### config.mk
export PLATFORM = sky130hd
export DESIGN_NAME = decoder_halt_sequencer_flat
export DESIGN_NICKNAME = d
export VERILOG_FILES = /design/src/rtl/decoder_halt_sequencer_pkg.sv /design/src/rtl/decoder_halt_sequencer_if.sv /design/src/rtl/decoder_xpt_onehot.sv /design/src/rtl/decoder_halt_sequencer.sv /design/src/flat_wrapper.sv
export SDC_FILE = /design/constraint.sdc
export NUM_CORES = 1
export LEC_CHECK = 0
export CORE_ASPECT_RATIO = 1.2
export CORE_MARGIN = 4
export CORE_UTILIZATION = 44
export CTS_CLUSTER_DIAMETER = 200
export DETAILED_ROUTE_END_ITERATION = 10
export GPL_TIMING_DRIVEN = 0
export PLACE_DENSITY = 0.82
export RECOVER_POWER = 50
export SYNTH_ARGS = -nofsm -noshare
export SYNTH_HDL_FRONTEND = slang
export SYNTH_SLANG_ARGS = --single-unit
### constraint.sdc
create_clock -name CLK -period 2.3 [get_ports CLK]
set_input_delay 0.345 -clock CLK [delete_from_list [all_inputs] [get_ports CLK]]
set_output_delay 0.345 -clock CLK [all_outputs]
set_load 0.02 [all_outputs]
### src/rtl/decoder_halt_sequencer_pkg.sv
// Shared definitions for the X1 opcode decoder HALT sequencer.
//   state_e       : sequencer states (IDLE, D0, D1, HALTED)
//   XPT_WIDTH_DEF : default width of the XPT T-state counter
//   XPT_D0/XPT_D1 : XPT values loaded on entry to D0 and D1
package decoder_pkg;

  typedef enum logic [1:0] {
    ST_IDLE   = 2'd0,
    ST_D0     = 2'd1,
    ST_D1     = 2'd2,
    ST_HALTED = 2'd3
  } state_e;

  localparam int XPT_WIDTH_DEF = 5;
  localparam int XPT_D0        = 1;
  localparam int XPT_D1        = 2;

endpackage

### src/rtl/decoder_halt_sequencer_if.sv
// Bus between the timing generator / interrupt logic and the HALT sequencer.
//   master : drives enable, step, int_req, nmi_req, iff1; observes the rest
//   slave  : the sequencer; drives XPT, notXPT, decodedXPT, pulses, HALT state
interface decoder_halt_sequencer_if #(
  parameter int XPT_WIDTH    = 5,
  parameter int DECODE_DEPTH = 4
);
  logic                    enable;
  logic                    step;
  logic                    int_req;
  logic                    nmi_req;
  logic                    iff1;
  logic [XPT_WIDTH-1:0]    XPT;
  logic [XPT_WIDTH-1:0]    notXPT;
  logic [DECODE_DEPTH-1:0] decodedXPT;
  logic                    P2_Set_LHALT;
  logic                    PR_Reset_XPT;
  logic                    P2_Set_CM1;
  logic                    Pa_Ophd;
  logic                    m1_dummy;
  logic                    exit_halt;
  logic                    halted;
  logic                    notHALT;

  modport master (
    output enable, step, int_req, nmi_req, iff1,
    input  XPT, notXPT, decodedXPT, P2_Set_LHALT, PR_Reset_XPT, P2_Set_CM1,
           Pa_Ophd, m1_dummy, exit_halt, halted, notHALT
  );

  modport slave (
    input  enable, step, int_req, nmi_req, iff1,
    output XPT, notXPT, decodedXPT, P2_Set_LHALT, PR_Reset_XPT, P2_Set_CM1,
           Pa_Ophd, m1_dummy, exit_halt, halted, notHALT
  );
endinterface

### src/rtl/decoder_xpt_onehot.sv
// One-hot decode of an XPT T-state counter, shared by the X1 decoders.
//   en     : gates the whole decode (0 -> all strobes low)
//   xpt    : registered T-state count
//   onehot : onehot[i] = en && xpt == i; all zero when xpt >= DECODE_DEPTH
module decoder_xpt_onehot #(
  parameter int XPT_WIDTH    = 5,
  parameter int DECODE_DEPTH = 4
) (
  input  logic                    en,
  input  logic [XPT_WIDTH-1:0]    xpt,
  output logic [DECODE_DEPTH-1:0] onehot
);

  for (genvar i = 0; i < DECODE_DEPTH; i++) begin : g_dec
    assign onehot[i] = en && (xpt == XPT_WIDTH'(i));
  end

endmodule

### src/rtl/decoder_halt_sequencer.sv
// HALT execution sequencer for the opcode decoder.
// Runs the HALT opcode's closing T-states (D0, D1), then loops dummy M1
// cycles of M1_TSTATES T-states while halted. At the last T-state of each
// dummy M1 it checks NMI, or INT gated by iff1, and drops back to IDLE.
// All state advances only on CLK edges with step=1.
//   CLK      : system clock
//   notRESET : synchronous active-low reset
//   bus      : slave side of decoder_halt_sequencer_if (strobes + status)
module decoder_halt_sequencer
  import decoder_pkg::*;
#(
  parameter int XPT_WIDTH    = XPT_WIDTH_DEF,
  parameter int M1_TSTATES   = 4,
  parameter int DECODE_DEPTH = 4
) (
  input  logic                     CLK,
  input  logic                     notRESET,
  decoder_halt_sequencer_if.slave  bus
);

  localparam logic [XPT_WIDTH-1:0] XPT_LAST = XPT_WIDTH'(M1_TSTATES - 1);
  localparam logic [XPT_WIDTH-1:0] XPT_E0   = XPT_WIDTH'(XPT_D0);
  localparam logic [XPT_WIDTH-1:0] XPT_E1   = XPT_WIDTH'(XPT_D1);

  state_e               state;
  logic [XPT_WIDTH-1:0] xpt;
  logic                 halted;
  logic                 set_lhalt, rst_xpt, set_cm1, ophd, m1_dummy, exit_halt;
  logic                 exit_req;

  // NMI wins over INT, but both lead to the same single exit.
  assign exit_req = bus.nmi_req || (bus.int_req && bus.iff1);

  always_ff @(posedge CLK) begin
    if (!notRESET) begin
      state     <= ST_IDLE;
      xpt       <= '0;
      halted    <= 1'b0;
      set_lhalt <= 1'b0;
      rst_xpt   <= 1'b0;
      set_cm1   <= 1'b0;
      ophd      <= 1'b0;
      m1_dummy  <= 1'b0;
      exit_halt <= 1'b0;
    end else begin
      // Pulses live for exactly one CLK after the step that produced them.
      set_lhalt <= 1'b0;
      rst_xpt   <= 1'b0;
      set_cm1   <= 1'b0;
      ophd      <= 1'b0;
      m1_dummy  <= 1'b0;
      exit_halt <= 1'b0;
      if (bus.step) begin
        case (state)
          ST_IDLE: begin
            if (bus.enable) begin
              state     <= ST_D0;
              xpt       <= XPT_E0;
              set_lhalt <= 1'b1;
              halted    <= 1'b1;
            end
          end
          ST_D0: begin
            state   <= ST_D1;
            xpt     <= XPT_E1;
            rst_xpt <= 1'b1;
            set_cm1 <= 1'b1;
            ophd    <= 1'b1;
          end
          ST_D1: begin
            state    <= ST_HALTED;
            xpt      <= '0;
            m1_dummy <= 1'b1;
          end
          ST_HALTED: begin
            if (xpt == XPT_LAST) begin
              // Requests are only looked at here; nothing is latched earlier.
              xpt <= '0;
              if (exit_req) begin
                state     <= ST_IDLE;
                halted    <= 1'b0;
                exit_halt <= 1'b1;
              end else begin
                m1_dummy  <= 1'b1;
              end
            end else begin
              xpt <= xpt + 1'b1;
            end
          end
          default: state <= ST_IDLE;
        endcase
      end
    end
  end

  decoder_xpt_onehot #(
    .XPT_WIDTH   (XPT_WIDTH),
    .DECODE_DEPTH(DECODE_DEPTH)
  ) u_onehot (
    .en    (state != ST_IDLE),
    .xpt   (xpt),
    .onehot(bus.decodedXPT)
  );

  assign bus.XPT          = xpt;
  assign bus.notXPT       = ~xpt;
  assign bus.halted       = halted;
  assign bus.notHALT      = ~halted;
  assign bus.P2_Set_LHALT = set_lhalt;
  assign bus.PR_Reset_XPT = rst_xpt;
  assign bus.P2_Set_CM1   = set_cm1;
  assign bus.Pa_Ophd      = ophd;
  assign bus.m1_dummy     = m1_dummy;
  assign bus.exit_halt    = exit_halt;

endmodule

### src/flat_wrapper.sv
// flat-port wrapper written by rule: the top's interface ports become plain ports
module decoder_halt_sequencer_flat import decoder_pkg::*;
#(
  parameter int XPT_WIDTH    = XPT_WIDTH_DEF,
  parameter int M1_TSTATES   = 4,
  parameter int DECODE_DEPTH = 4
)
  (CLK, notRESET, bus_enable, bus_step, bus_int_req, bus_nmi_req, bus_iff1, bus_XPT, bus_notXPT, bus_decodedXPT, bus_P2_Set_LHALT, bus_PR_Reset_XPT, bus_P2_Set_CM1, bus_Pa_Ophd, bus_m1_dummy, bus_exit_halt, bus_halted, bus_notHALT);
  decoder_halt_sequencer_if #(.XPT_WIDTH(XPT_WIDTH), .DECODE_DEPTH(DECODE_DEPTH)) bus_i ();
  input  logic CLK;
  input  logic notRESET;
  input wire logic [$bits(bus_i.enable)-1:0] bus_enable;
  input wire logic [$bits(bus_i.step)-1:0] bus_step;
  input wire logic [$bits(bus_i.int_req)-1:0] bus_int_req;
  input wire logic [$bits(bus_i.nmi_req)-1:0] bus_nmi_req;
  input wire logic [$bits(bus_i.iff1)-1:0] bus_iff1;
  output wire logic [$bits(bus_i.XPT)-1:0] bus_XPT;
  output wire logic [$bits(bus_i.notXPT)-1:0] bus_notXPT;
  output wire logic [$bits(bus_i.decodedXPT)-1:0] bus_decodedXPT;
  output wire logic [$bits(bus_i.P2_Set_LHALT)-1:0] bus_P2_Set_LHALT;
  output wire logic [$bits(bus_i.PR_Reset_XPT)-1:0] bus_PR_Reset_XPT;
  output wire logic [$bits(bus_i.P2_Set_CM1)-1:0] bus_P2_Set_CM1;
  output wire logic [$bits(bus_i.Pa_Ophd)-1:0] bus_Pa_Ophd;
  output wire logic [$bits(bus_i.m1_dummy)-1:0] bus_m1_dummy;
  output wire logic [$bits(bus_i.exit_halt)-1:0] bus_exit_halt;
  output wire logic [$bits(bus_i.halted)-1:0] bus_halted;
  output wire logic [$bits(bus_i.notHALT)-1:0] bus_notHALT;
  assign bus_i.enable = bus_enable;
  assign bus_i.step = bus_step;
  assign bus_i.int_req = bus_int_req;
  assign bus_i.nmi_req = bus_nmi_req;
  assign bus_i.iff1 = bus_iff1;
  assign bus_XPT = bus_i.XPT;
  assign bus_notXPT = bus_i.notXPT;
  assign bus_decodedXPT = bus_i.decodedXPT;
  assign bus_P2_Set_LHALT = bus_i.P2_Set_LHALT;
  assign bus_PR_Reset_XPT = bus_i.PR_Reset_XPT;
  assign bus_P2_Set_CM1 = bus_i.P2_Set_CM1;
  assign bus_Pa_Ophd = bus_i.Pa_Ophd;
  assign bus_m1_dummy = bus_i.m1_dummy;
  assign bus_exit_halt = bus_i.exit_halt;
  assign bus_halted = bus_i.halted;
  assign bus_notHALT = bus_i.notHALT;
  decoder_halt_sequencer #(.XPT_WIDTH(XPT_WIDTH), .M1_TSTATES(M1_TSTATES), .DECODE_DEPTH(DECODE_DEPTH)) u_core (.CLK(CLK), .notRESET(notRESET), .bus(bus_i));
endmodule
==> impl_metrics.py, run 1 <==
metrics = {
    "outcome": {
        "run_status": "finished, final reports clean",
    },
    "global_routing": {
        "overflow": 0,
        "grt_max_degree": 11,
        "antenna_found_initial": 0,
        "grt_usage_pct": 16.8,
        "grt_first_pass_wirelength_mm": 2.90,
        "grt_pass1_vias": 680,
    },
    "sta": {
        "slew_violations": 0,
        "period_share_pct": 93.8,
        "fmax_mhz": 463,
        "hold_viol": 0,
        "grt_setup_unrepaired": "false",
        "max-slew-margin-rel_pct": 69.0,
        "timing.setup.tns_ns": 0,
        "skew_ns": 0.00106,
        "post-route-min-period_ns": 2.16,
        "worst_pin_slew_ns": 0.458,
        "setup_viol": 0,
    },
    "clock_tree": {
        "clk_latency_ns": 0.28,
        "holdBufCountCts": 0,
        "cts_setup_buffers": 0,
        "cts_made_buffers": 3,
        "cts_tree": "done",
        "ctsLongestPathBuffers": 2,
        "clkTransAtPathRegs_ns": 0.07,
        "cts.sinks": 12,
        "cts_htree_levels": 1,
        "ctsRootBufferMaster": "clkbuf_4",
    },
    "min_path": {
        "hold_depth": 2,
        "hp-class": "flip-flop to flip-flop",
        "hp-start": "u_core.state[0]",
        "whs_endpoint": "u_core.state[0]",
    },
    "worst_setup_path": {
        "slowest_delay_ns": 0.48,
        "rr_worst_depth": 6,
        "slowest_stage": "or4b_4",
        "cp-end-kind": "output pin",
        "cp.required_ns": 1.96,
        "startpoint_type": "flip-flop",
        "critPathArrivalTime_ns": 1.81,
        "worst_r2r_startpoint": "u_core.state[1]",
        "r2r_slack_ns": 0.65,
        "crit_type": "flip-flop to output pin",
        "r2r-end": "u_core.state[0]",
        "crit_chain": "ha_2, or4b_4, nor2_1, dlygate4sd2_1",
        "cp_max_fo": 6,
    },
    "die": {
        "fp.dieArea_um2": 2320,
        "initial_core_util_pct": 47.9,
        "row_count": 15,
        "core-area_um2": 1480,
        "die_w_um": 44.7,
        "ios": 29,
        "fp.dieH_um": 52.0,
    },
    "synth": {
        "ys_seq_elements": 12,
        "yosysUniqueCellTypes": 27,
        "yosysWarningCount": 0,
        "syn_area_um2": 711,
        "syn_area_per_cell_um2": 8.26,
        "yosysSeqAreaShare_pct": 33.8,
        "synth_top_area_share_pct": 33.8,
        "synth_top_area_cell": "dfxtp_1",
        "synth.net_count": 101,
        "synth_area_leaders": "dfxtp_1, ha_1, nand2_1",
        "synthCells": 86,
    },
    "placement": {
        "port-buffer-count": 28,
        "hpwlAfterDp_mm": 1.32,
        "place.gp.congestion": 0.762,
        "placed_cell_area_um2": 1010,
    },
    "power": {
        "p_leak_nw": 0.464,
        "p_per_area_nw_per_um2": 497,
        "peakVddDrop_uv": 310,
    },
    "layout": {
        "area_delta_synth_final_pct": 45.6,
        "fillers": 139,
        "seq_area_um2": 243,
        "drive_above_1_share_pct": 11.1,
        "final_core_util_pct": 69.8,
        "final_area_um2": 1030,
        "multi_input_area_um2": 412,
        "nNetsFinal": 134,
        "antenna_cells": 0,
    },
    "routing": {
        "wl_per_cell_um": 13.1,
        "first_pass_iters": 4,
        "drtAntennaViolNets": 0,
        "remaining_drc_errors": 0,
        "vias": 702,
        "wl_mm": 1.75,
        "initialDrtViolationCount": 6,
        "viasPerCell": 5.24,
    },
    "flow_run": {
        "maxCapViolCount": 0,
    },
}
[cell usage in the layout (no fill, tap or decap), types with 2 or more instances in the layout]
| cell type | n |
|---|---|
| o21a_1 | 2 |
| clkbuf_4 | 3 |
| a31oi_1 | 2 |
| and3_1 | 2 |
| dfxtp_1 | 10 |
| nor2_1 | 5 |
| nand3_1 | 7 |
| dlygate4sd3_1 | 7 |
| a21oi_1 | 3 |
| dfxtp_2 | 2 |
| mux2i_1 | 2 |
| nor3_1 | 2 |
| dlygate4sd2_1 | 4 |
| buf_4 | 3 |
| nand2_1 | 10 |
| o21ai_0 | 5 |
| ha_1 | 7 |
| inv_1 | 9 |
| o211a_1 | 2 |
| and2_1 | 3 |
| clkdlybuf4s50_1 | 17 |
[where the power goes]
group / internal [W] / switching [W]
clock: 0.0000607 / 0.0000712
combinational: 0.0000671 / 0.0000815
sequential: 0.000221 / 0.0000131
[worst max path at each step]
stage,from,to,slack (ns),cells after the start
final,u_core.bus.XPT[1],bus_decodedXPT[3],0.14,4
after global placement,u_core.bus.XPT[0],bus_decodedXPT[3],0.09,4
after floorplan,u_core.bus.XPT[1],bus_decodedXPT[3],0.43,3
after detailed placement,u_core.bus.XPT[1],bus_decodedXPT[3],0.09,4
after CTS,u_core.bus.XPT[1],bus_decodedXPT[3],0.06,4
after global routing,u_core.state[1],bus_decodedXPT[1],0.01,5
[kinds of logic after synthesis]
family	after synthesis	synth area share (%)
muxes	2	2.82
AOI/OAI and AO/OA	15	13.6
DFF	12	33.8
and+or+nand+nor	36	27.1
adders and majority gates	8	14.1
buffers and inverters	13	8.63
[cell type report]
| type | instances | share of cell area [%] |
|---|---|---|
| buffer | 4 | 2.66 |
| clock buffer | 3 | 2.18 |
| inverter | 9 | 3.26 |
| multi-input combinational | 61 | 39.8 |
| sequential | 12 | 23.5 |
| tap | 17 | 2.06 |
| timing repair buffer | 28 | 26.6 |
[sequential cells by signal (all words and copies together) (netlist names)]
| register | count |
|---|---|
| u_core.bus.XPT | 5 |
| u_core.state | 2 |
| u_core.bus.P2_Set_LHALT | 1 |
| u_core.bus.PR_Reset_XPT | 1 |
| u_core.bus.exit_halt | 1 |
| u_core.bus.halted | 1 |
| u_core.bus.m1_dummy | 1 |
[critical path, delay by kind of cell, from the launching register on]
family	cells	cell delay, ns
flops	1	0.39
buf+inv	1	0.34
simple gates	2	0.58
fa+ha+maj	1	0.22
[Yosys cell counts]
| cell type | count |
|---|---|
| a31oi_1 | 2 |
| o21a_1 | 1 |
| nor3b_1 | 1 |
| o21ai_0 | 5 |
| dfxtp_1 | 12 |
| o21a_2 | 1 |
| a21oi_1 | 3 |
| o211a_1 | 2 |
| or4b_4 | 1 |
| nor3_1 | 2 |
| inv_1 | 9 |
| nand3_2 | 1 |
| nand2_2 | 1 |
| and2_1 | 3 |
| nand2_1 | 10 |
| mux2i_1 | 2 |
| nor4_1 | 1 |
| nand3_1 | 6 |
| and3_1 | 2 |
| o211ai_1 | 1 |
| nor2_1 | 5 |
| ha_1 | 8 |
| nand2b_1 | 1 |
| clkbuf_2 | 1 |
| nor4b_1 | 1 |
| nor2b_1 | 1 |
| buf_4 | 3 |
[metrics by stage]
stage          hold slack (ns)  setup WS (ns)  total power [W]  cells
3_3_place_gp             0.485         0.0874         0.000389    131
3_5_place_dp             0.499         0.0923         0.000392    131
2_1_floorplan            0.452          0.433         0.000323     86
6_report                 0.508          0.142         0.000514    134
4_1_cts                  0.510         0.0622         0.000519    134
5_1_grt                  0.559         0.0123         0.000546    134
[layer usage]
metal | global-route usage (%) | share of wire (%) | up-vias
li1 | - | - | 353
met1 | 18.4 | 43 | 321
met2 | 28.7 | 48 | 23
met3 | 4.15 | 6.3 | 5
met4 | 9.05 | 2.3 | 0
met5 | 0 | 0 | -
[repair_timing]
item	CTS	global route
endpoints found under the hold margin	0	0
endpoints found under the setup margin	4	1
resized for setup	5	3
No activity file was read; power rests on OpenSTA's default activity.
==> inputs of run 2 (changes only) <==
--- a/config.mk
+++ b/config.mk
@@ -13,6 +13,7 @@
 export GPL_TIMING_DRIVEN = 0
 export PLACE_DENSITY = 0.82
 export RECOVER_POWER = 50
+export REMOVE_ABC_BUFFERS = 1
 export SYNTH_ARGS = -nofsm -noshare
 export SYNTH_HDL_FRONTEND = slang
 export SYNTH_SLANG_ARGS = --single-unit
==> run 2 against run 1 <==
  * Largest cell class unchanged
  * Sequential share of layout area increased by 0.25 points
  * Utilization fell by 1.1 points
  * Via count is 2.4% lower
  * Final cell count down 2.2%
  * Clock skew hardly changed
  * Clock-buffer cell count rose by 1
  * Critical path type unchanged
  * Critical path depth unchanged
  * Maximum frequency grew 2.6%
  * Clock power increased by 28%
==> impl_metrics.py, run 2 (same netlist as run 1, synthesis figures left out) <==
metrics = {
    "min_path": {
        "hp-class": "flip-flop to flip-flop",
    },
    "sta": {
        "fmax_mhz": 476,
        "timing.setup.tns_ns": 0,
        "skew_ns": 0.00153,
        "hold_viol": 0,
        "post-route-min-period_ns": 2.10,
        "period_share_pct": 91.4,
        "max-slew-margin-rel_pct": 73.1,
        "setup_viol": 0,
        "slew_violations": 0,
        "grt_setup_unrepaired": "false",
        "worst_pin_slew_ns": 0.402,
    },
    "routing": {
        "initialDrtViolationCount": 13,
        "wl_per_cell_um": 11.6,
        "viasPerCell": 5.23,
        "remaining_drc_errors": 0,
        "drtAntennaViolNets": 0,
        "first_pass_iters": 4,
        "vias": 685,
        "wl_mm": 1.52,
    },
    "layout": {
        "layout_commonest_cell": "clkdlybuf4s50_1",
        "fillers": 131,
        "layout_common_cells": "clkdlybuf4s50_1, dfxtp_1, nand2_1",
        "area_delta_synth_final_pct": 43.3,
        "seq_area_um2": 241,
        "nNetsFinal": 130,
        "final_core_util_pct": 68.7,
        "drive_above_1_share_pct": 8.77,
        "antenna_cells": 0,
        "largest_reg_flops": 5,
        "multi_input_area_um2": 414,
    },
    "clock_tree": {
        "clkTransAtPathRegs_ns": 0.08,
        "cts_tree": "done",
        "cts_made_buffers": 3,
        "ctsLongestPathBuffers": 2,
        "cts.sinks": 12,
        "clk_latency_ns": 0.27,
        "cts_setup_buffers": 0,
        "cts_htree_levels": 1,
        "ctsRootBufferMaster": "clkbuf_4",
    },
    "global_routing": {
        "antenna_found_initial": 0,
        "grt_first_pass_wirelength_mm": 2.55,
        "overflow": 0,
        "grt_usage_pct": 15.0,
        "grt_max_degree": 13,
        "grt_pass1_vias": 633,
    },
    "worst_setup_path": {
        "critPathArrivalTime_ns": 1.76,
        "crit_chain": "ha_1, or4b_4, nor2_1, clkbuf_2",
        "cp-end-kind": "output pin",
        "crit_type": "flip-flop to output pin",
        "slowest_delay_ns": 0.51,
        "slowest_stage": "or4b_4",
        "startpoint_type": "flip-flop",
        "cp_max_fo": 6,
        "cp.required_ns": 1.96,
    },
    "die": {
        "die_w_um": 44.7,
        "row_count": 15,
        "fp.dieH_um": 52.0,
        "ios": 29,
        "initial_core_util_pct": 47.9,
        "fp.dieArea_um2": 2320,
        "core-area_um2": 1480,
    },
    "placement": {
        "port-buffer-count": 28,
        "place.gp.congestion": 0.814,
        "hpwlAfterDp_mm": 1.20,
    },
    "power": {
        "peakVddDrop_uv": 388,
        "combinationalPowerShare_pct": 26.2,
        "seqPwrFrac_pct": 42.7,
        "p_switching_w": 0.000165,
        "power_switching_share_pct": 30.4,
        "p_per_area_nw_per_um2": 535,
        "p_leak_nw": 0.457,
        "p_int_w": 0.000380,
        "power.share.clock_pct": 31.1,
    },
    "outcome": {
        "run_status": "finished, final reports clean",
    },
    "flow_run": {
        "maxCapViolCount": 0,
    },
}
[run 2: path summary, 6_finish.rpt]
path / from / endpoint / slack [ns] / cells past startpoint
max: u_core.bus.XPT[0] / bus_decodedXPT[3] / 0.20 / 4
min: u_core.state[1] / u_core.state[1] / 0.51 / 2
max reg2reg: u_core.bus.XPT[0] / u_core.state[0] / 0.66 / 5
min reg2reg: u_core.state[1] / u_core.state[1] / 0.51 / 2
[run 2: routing by layer]
metal	vias up	part of all wire (%)	GRT usage [%]
met5	-	0	0
met3	5	6.4	4.15
met2	23	50	25.4
met1	312	42	16.1
li1	345	-	-
met4	0	1.6	8.54
[run 2: power by group through the flow]
stage	logic [W]	clock network [W]	registers (W)
final	0.000143	0.000169	0.000233
after CTS	0.000148	0.000174	0.000233
after floorplan	0.0000709	0	0.000247
after detailed placement	0.000150	0	0.000237
after global placement	0.000148	0	0.000237
after global routing	0.000158	0.000186	0.000234
[run 2: metrics by stage]
| step | total power [W] | area [µm²] | hold slack, ns | setup WS [ns] | instances |
|---|---|---|---|---|---|
| 2_1_floorplan | 0.000318 | 683 | 0.452 | 0.433 | 82 |
| 5_1_grt | 0.000578 | 1020 | 0.538 | 0.0762 | 131 |
| 3_5_place_dp | 0.000387 | 985 | 0.505 | 0.0826 | 127 |
| 3_3_place_gp | 0.000384 | 985 | 0.488 | 0.0723 | 127 |
| 6_report | 0.000545 | 1020 | 0.508 | 0.197 | 131 |
| 4_1_cts | 0.000555 | 1020 | 0.513 | 0.0318 | 131 |
[run 2: timing repair]
| item | 4_1_cts | 5_1_grt |
|---|---|---|
| hold buffers | 0 | 0 |
| setup endpoints to repair | 4 | 1 |
| gates cloned | 0 | 0 |
| resized for setup | 6 | 2 |
[run 2: cell type report]
type	instances	share of cell area, %
inverter	9	3.32
multi-input combinational	61	40.7
sequential	12	23.7
timing repair buffer	28	26.7
clock buffer	4	3.56
tap	17	2.09
[run 2: worst max-delay path: cells and delay by family, from the launching register on]
family	cells	cell delay (ns)
simple gates	2	0.62
flops	1	0.43
fa+ha+maj	1	0.26
buf+inv	1	0.18
